## config.mk

```make
export PLATFORM = sky130hd
export DESIGN_NAME = time_scan_cnt
export DESIGN_NICKNAME = d
export VERILOG_FILES = /design/src/rtl/time_scan_cnt.sv
export SDC_FILE = /design/constraint.sdc
export NUM_CORES = 1
export LEC_CHECK = 0
export CORE_ASPECT_RATIO = 0.8
export CORE_MARGIN = 2
export CORE_UTILIZATION = 40
export CTS_CLUSTER_SIZE = 40
export DETAILED_ROUTE_END_ITERATION = 16
export REMOVE_ABC_BUFFERS = 1
export SYNTH_ARGS = -nofsm -noshare
export SYNTH_HDL_FRONTEND = slang
export SYNTH_SLANG_ARGS = --single-unit
```

## constraint.sdc

```tcl
create_clock -name clk -period 7.2 [get_ports clk]
set_clock_uncertainty 0.15 [all_clocks]
set_input_delay 1.44 -clock clk [delete_from_list [all_inputs] [get_ports clk]]
set_output_delay 1.44 -clock clk [all_outputs]
set_load 0.01 [all_outputs]
```

## src/rtl/time_scan_cnt.sv

```systemverilog
// MM:SS BCD timekeeping core with a set handshake and a 4-digit time-multiplexed
// scan output (one digit value on data, active-low one-hot dig_sel).
module time_scan_cnt #(
    parameter int TICK_DIV = 50_000_000,
    parameter int SCAN_DIV = 50_000
) (
    input  logic        clk,
    input  logic        resett,
    input  logic        run_en,
    input  logic        set_valid,
    input  logic [15:0] set_data,
    output logic        set_ready,
    output logic        set_err,
    output logic        sec_pulse,
    output logic [15:0] time_bcd,
    output logic [3:0]  data,
    output logic [3:0]  dig_sel
);
    localparam int TICK_W = (TICK_DIV > 2) ? $clog2(TICK_DIV) : 1;
    localparam int SCAN_W = (SCAN_DIV > 2) ? $clog2(SCAN_DIV) : 1;
    localparam logic [TICK_W-1:0] TICK_LAST = TICK_W'(TICK_DIV - 1);
    localparam logic [SCAN_W-1:0] SCAN_LAST = SCAN_W'(SCAN_DIV - 1);

    logic [TICK_W-1:0] tick_cnt_q, tick_cnt_d;
    logic [SCAN_W-1:0] scan_cnt_q, scan_cnt_d;
    logic [1:0]        scan_idx_q, scan_idx_d;
    logic [15:0]       time_q, time_d, time_inc;
    logic              pulse_q, pulse_d;
    logic              err_q, err_d;
    logic              ready_q;
    logic [3:0]        data_q, data_d;
    logic [3:0]        sel_q, sel_d;

    logic set_take, set_ok, tick_wrap;
    logic c0, c1, c2;

    assign set_take  = set_valid && ready_q;
    assign set_ok    = (set_data[15:12] <= 4'd5) && (set_data[11:8] <= 4'd9) &&
                       (set_data[7:4]   <= 4'd5) && (set_data[3:0]  <= 4'd9);
    assign tick_wrap = run_en && (tick_cnt_q == TICK_LAST);

    // Each digit is its own mod-N counter; carries ripple upward.
    always_comb begin
        c0 = (time_q[3:0]  == 4'd9);
        c1 = c0 && (time_q[7:4]  == 4'd5);
        c2 = c1 && (time_q[11:8] == 4'd9);
        time_inc[3:0]   = c0 ? 4'd0 : time_q[3:0] + 4'd1;
        time_inc[7:4]   = !c0 ? time_q[7:4]
                        : (time_q[7:4] == 4'd5) ? 4'd0 : time_q[7:4] + 4'd1;
        time_inc[11:8]  = !c1 ? time_q[11:8]
                        : (time_q[11:8] == 4'd9) ? 4'd0 : time_q[11:8] + 4'd1;
        time_inc[15:12] = !c2 ? time_q[15:12]
                        : (time_q[15:12] == 4'd5) ? 4'd0 : time_q[15:12] + 4'd1;
    end

    // A valid set overrides a coincident tick wrap; an invalid one leaves it alone.
    always_comb begin
        tick_cnt_d = tick_cnt_q;
        time_d     = time_q;
        pulse_d    = 1'b0;
        err_d      = set_take && !set_ok;
        if (set_take && set_ok) begin
            time_d     = set_data;
            tick_cnt_d = '0;
        end else if (tick_wrap) begin
            time_d     = time_inc;
            tick_cnt_d = '0;
            pulse_d    = 1'b1;
        end else if (run_en) begin
            tick_cnt_d = tick_cnt_q + 1'b1;
        end
    end

    always_comb begin
        scan_cnt_d = scan_cnt_q + 1'b1;
        scan_idx_d = scan_idx_q;
        if (scan_cnt_q == SCAN_LAST) begin
            scan_cnt_d = '0;
            scan_idx_d = scan_idx_q + 2'd1;
        end
        sel_d = ~(4'b0001 << scan_idx_q);
        case (scan_idx_q)
            2'd0:    data_d = time_q[3:0];
            2'd1:    data_d = time_q[7:4];
            2'd2:    data_d = time_q[11:8];
            default: data_d = time_q[15:12];
        endcase
    end

    always_ff @(posedge clk) begin
        if (resett) begin
            tick_cnt_q <= '0;
            scan_cnt_q <= '0;
            scan_idx_q <= '0;
            time_q     <= '0;
            pulse_q    <= 1'b0;
            err_q      <= 1'b0;
            ready_q    <= 1'b0;
            data_q     <= '0;
            sel_q      <= 4'b1110;
        end else begin
            tick_cnt_q <= tick_cnt_d;
            scan_cnt_q <= scan_cnt_d;
            scan_idx_q <= scan_idx_d;
            time_q     <= time_d;
            pulse_q    <= pulse_d;
            err_q      <= err_d;
            ready_q    <= 1'b1;
            data_q     <= data_d;
            sel_q      <= sel_d;
        end
    end

    assign set_ready = ready_q;
    assign set_err   = err_q;
    assign sec_pulse = pulse_q;
    assign time_bcd  = time_q;
    assign data      = data_q;
    assign dig_sel   = sel_q;
endmodule

```

==> results.cfg <==
[synthesis]
ys_seq_area_share_pct = 42.7
avgSynthCellArea_um2 = 8.68
synth_cell_types = 45
ys_warn_count = 0
ys.flop_type = dfxtp_1
yosys_register_bits = 71
synth_area_um2 = 3330
synth_edf_count = 0
synthCells = 383
synthArstFlopShare_pct = 0

[sta]
fin_crit_ps = 3940
rsz0062_at_grt = no
setup-violations-final = 0
final.setup.worst_slack_ps = 3260
fin_tns_setup_ps = 0
tightest_slew_ps = 1130
slew_headroom_pct = 24.2
drv_slew = 0
finalHoldViolations = 0
timing.final.crit_share_pct = 54.7
fmax_ghz = 0.254

[power_and_ir_drop]
power_leakage_nw = 1.41
vdd_drop_max_mv = 0.100
power_w = 0.000769
p_per_area_nw_per_um2 = 189

[clock_tree]
htreeDepth = 3
clk_path_buf_depth = 2
cts_resized = 0
cts_tree = yes
hold_buffers = 0
root_buffer = clkbuf_8
cts_setup_buffers = 0
cts.sinks = 71
clk_pin_slew_ps = 80
cts_made_buffers = 9
clk_latency_ps = 340

[route]
drtPass1Iterations = 4
post_drt_wl_per_cell_um = 13.8
routed_wl_mm = 7.48
ant_nets = 0
via_per_inst = 5.19
drc = 0
vias = 2808
drt_iter0_markers = 145

[floorplanning]
num_rows = 29
core_area_um2 = 7980
io_pins = 47
die_h_um = 85.6
dieArea_um2 = 9060
start_util_pct = 41.7
die_w_um = 106

[setup_path]
endpoint_kind = flip-flop
cp_data_required_time_ps = 7240
arrival_ps = 3980
startpoint_type = input port
crit_type = in2reg
worst-path-max-fanout = 26

[global_route]
antenna_found_initial = 0
grt_overflow = 0
grt_pass1_vias = 2741
track_usage_pct = 17.9
grt_pass1_wl_mm = 13.0
grt_max_degree = 27

[run_status]
outcome = completed

[finish]
nNetsFinal = 455
n_antenna_cell = 0
fin_area_um2 = 4070
syn_to_final_growth_pct = 22.5
drive_gt1_share_pct = 4.85
fin_util_pct = 51.0
fill_cells = 773

[placed_design]
dp_slack_ps = 2870
dp_hpwl_mm = 5.38
post_dp_cell_area_um2 = 3870
gp_congestion = 0.758
io_buffers = 46

[job]
drv_cap = 0

[min_path]
worst_hold_path_type = reg2reg
-- flip-flops by register name (all words and copies together) (netlist names) --
name / count
scan_idx_q: 2
dig_sel: 4
set_ready: 1
scan_cnt_q: 16
sec_pulse: 1
set_err: 1
time_bcd: 16
data: 4
tick_cnt_q: 26
-- logic make-up after synthesis --
kind of cell / synth area share (%)
AOI/OAI and AO/OA: 8.09
xor gates and xnor gates: 12.4
adders and majority gates: 2.63
buffers and inverters: 2.82
DFF: 42.7
muxes: 1.50
and+or+nand+nor: 29.8
-- final timing paths --
kind / endpoint / cells past startpoint / from / slack, ps
worst max-delay path: tick_cnt_q[8] / 6 / run_en / 3260
worst min register to register: scan_cnt_q[0] / 1 / scan_cnt_q[0] / 330
worst max register to register: tick_cnt_q[8] / 6 / tick_cnt_q[0] / 4380
worst min-delay path: scan_cnt_q[0] / 1 / scan_cnt_q[0] / 330
-- per-stage QoR --
step                instances  hold slack [ps]
finish                    541              327
global route              541              363
CTS                       541              335
detailed placement        525              310
global placement          525              298
floorplan                 370              280
-- routing by layer --
metal / vias to the layer above / track usage [%] / share of wire (%)
li1: 1449 / - / -
met1: 1293 / 23.9 / 51
met2: 55 / 27.8 / 43
met3: 11 / 4.64 / 4.5
met4: 0 / 7.42 / 1.9
met5: - / 0 / 0
-- power breakdown --
group / total [W] / switching (W) / internal [W]
clock: 0.000325 / 0.000162 / 0.000163
sequential: 0.000405 / 0.00000715 / 0.000398
combinational: 0.0000393 / 0.0000184 / 0.0000209
total: 0.000769 / 0.000187 / 0.000582
-- critical path: stages --
cell             delay (ps)
clkdlybuf4s50_1         600
and4_1                  310
nand3_1                 370
or2_1                   450
nand2_1                 670
nor2_1                  130
-- synth_stat cells (3+ instances only) --
cell,count,area [um^2]
nand2_1,27,101
nand4_1,13,81.3
a21oi_1,5,25.0
nor2_1,71,267
clkbuf_1,10,37.5
nor4bb_1,3,30.0
nor3_1,15,75.1
a211oi_1,9,67.6
mux2i_1,5,50.1
o21ai_0,7,35.0
ha_1,7,87.6
dfxtp_1,71,1420
xnor2_1,19,166
xor2_1,28,245
a311oi_1,3,26.3
nor2b_1,7,43.8
nand3_1,22,110
nor4_1,6,37.5
and4_1,6,52.6
a222oi_1,4,40.0
inv_1,8,30.0
and3_1,10,62.6
-- final cells by class --
class,count,area (um^2),share of cell area (%)
clock buffers,9,124,3.04
clock inverters,7,80.1,1.97
inverters,9,33.8,0.829
multi-input cells,290,1810,44.5
flip-flops and latches,71,1420,34.9
well taps,108,135,3.32
repair buffers,47,468,11.5
-- cells in the final DEF, fill, tap and decap left out, types with 2 or more instances in the layout --
cell,Yosys,final
nor2_1,71,71
dfxtp_1,71,71
clkdlybuf4s50_1,0,46
xor2_1,28,28
nand2_1,27,27
nand3_1,22,22
xnor2_1,19,19
nor3_1,15,15
nand4_1,13,13
and3_1,10,10
a211oi_1,9,9
clkbuf_8,0,9
inv_1,8,8
o21ai_0,7,7
nor2b_1,7,7
ha_1,7,7
and4_1,6,6
nor4_1,6,6
mux2i_1,5,5
a21oi_1,5,5
a222oi_1,4,4
nor4bb_1,3,3
a311oi_1,3,3
and4bb_2,2,2
nor4b_1,2,2
nor3b_1,2,2
o31ai_1,2,2
clkinv_4,0,2
clkinvlp_4,0,2
inv_6,0,2
No activity file was read; power rests on OpenSTA's default activity.
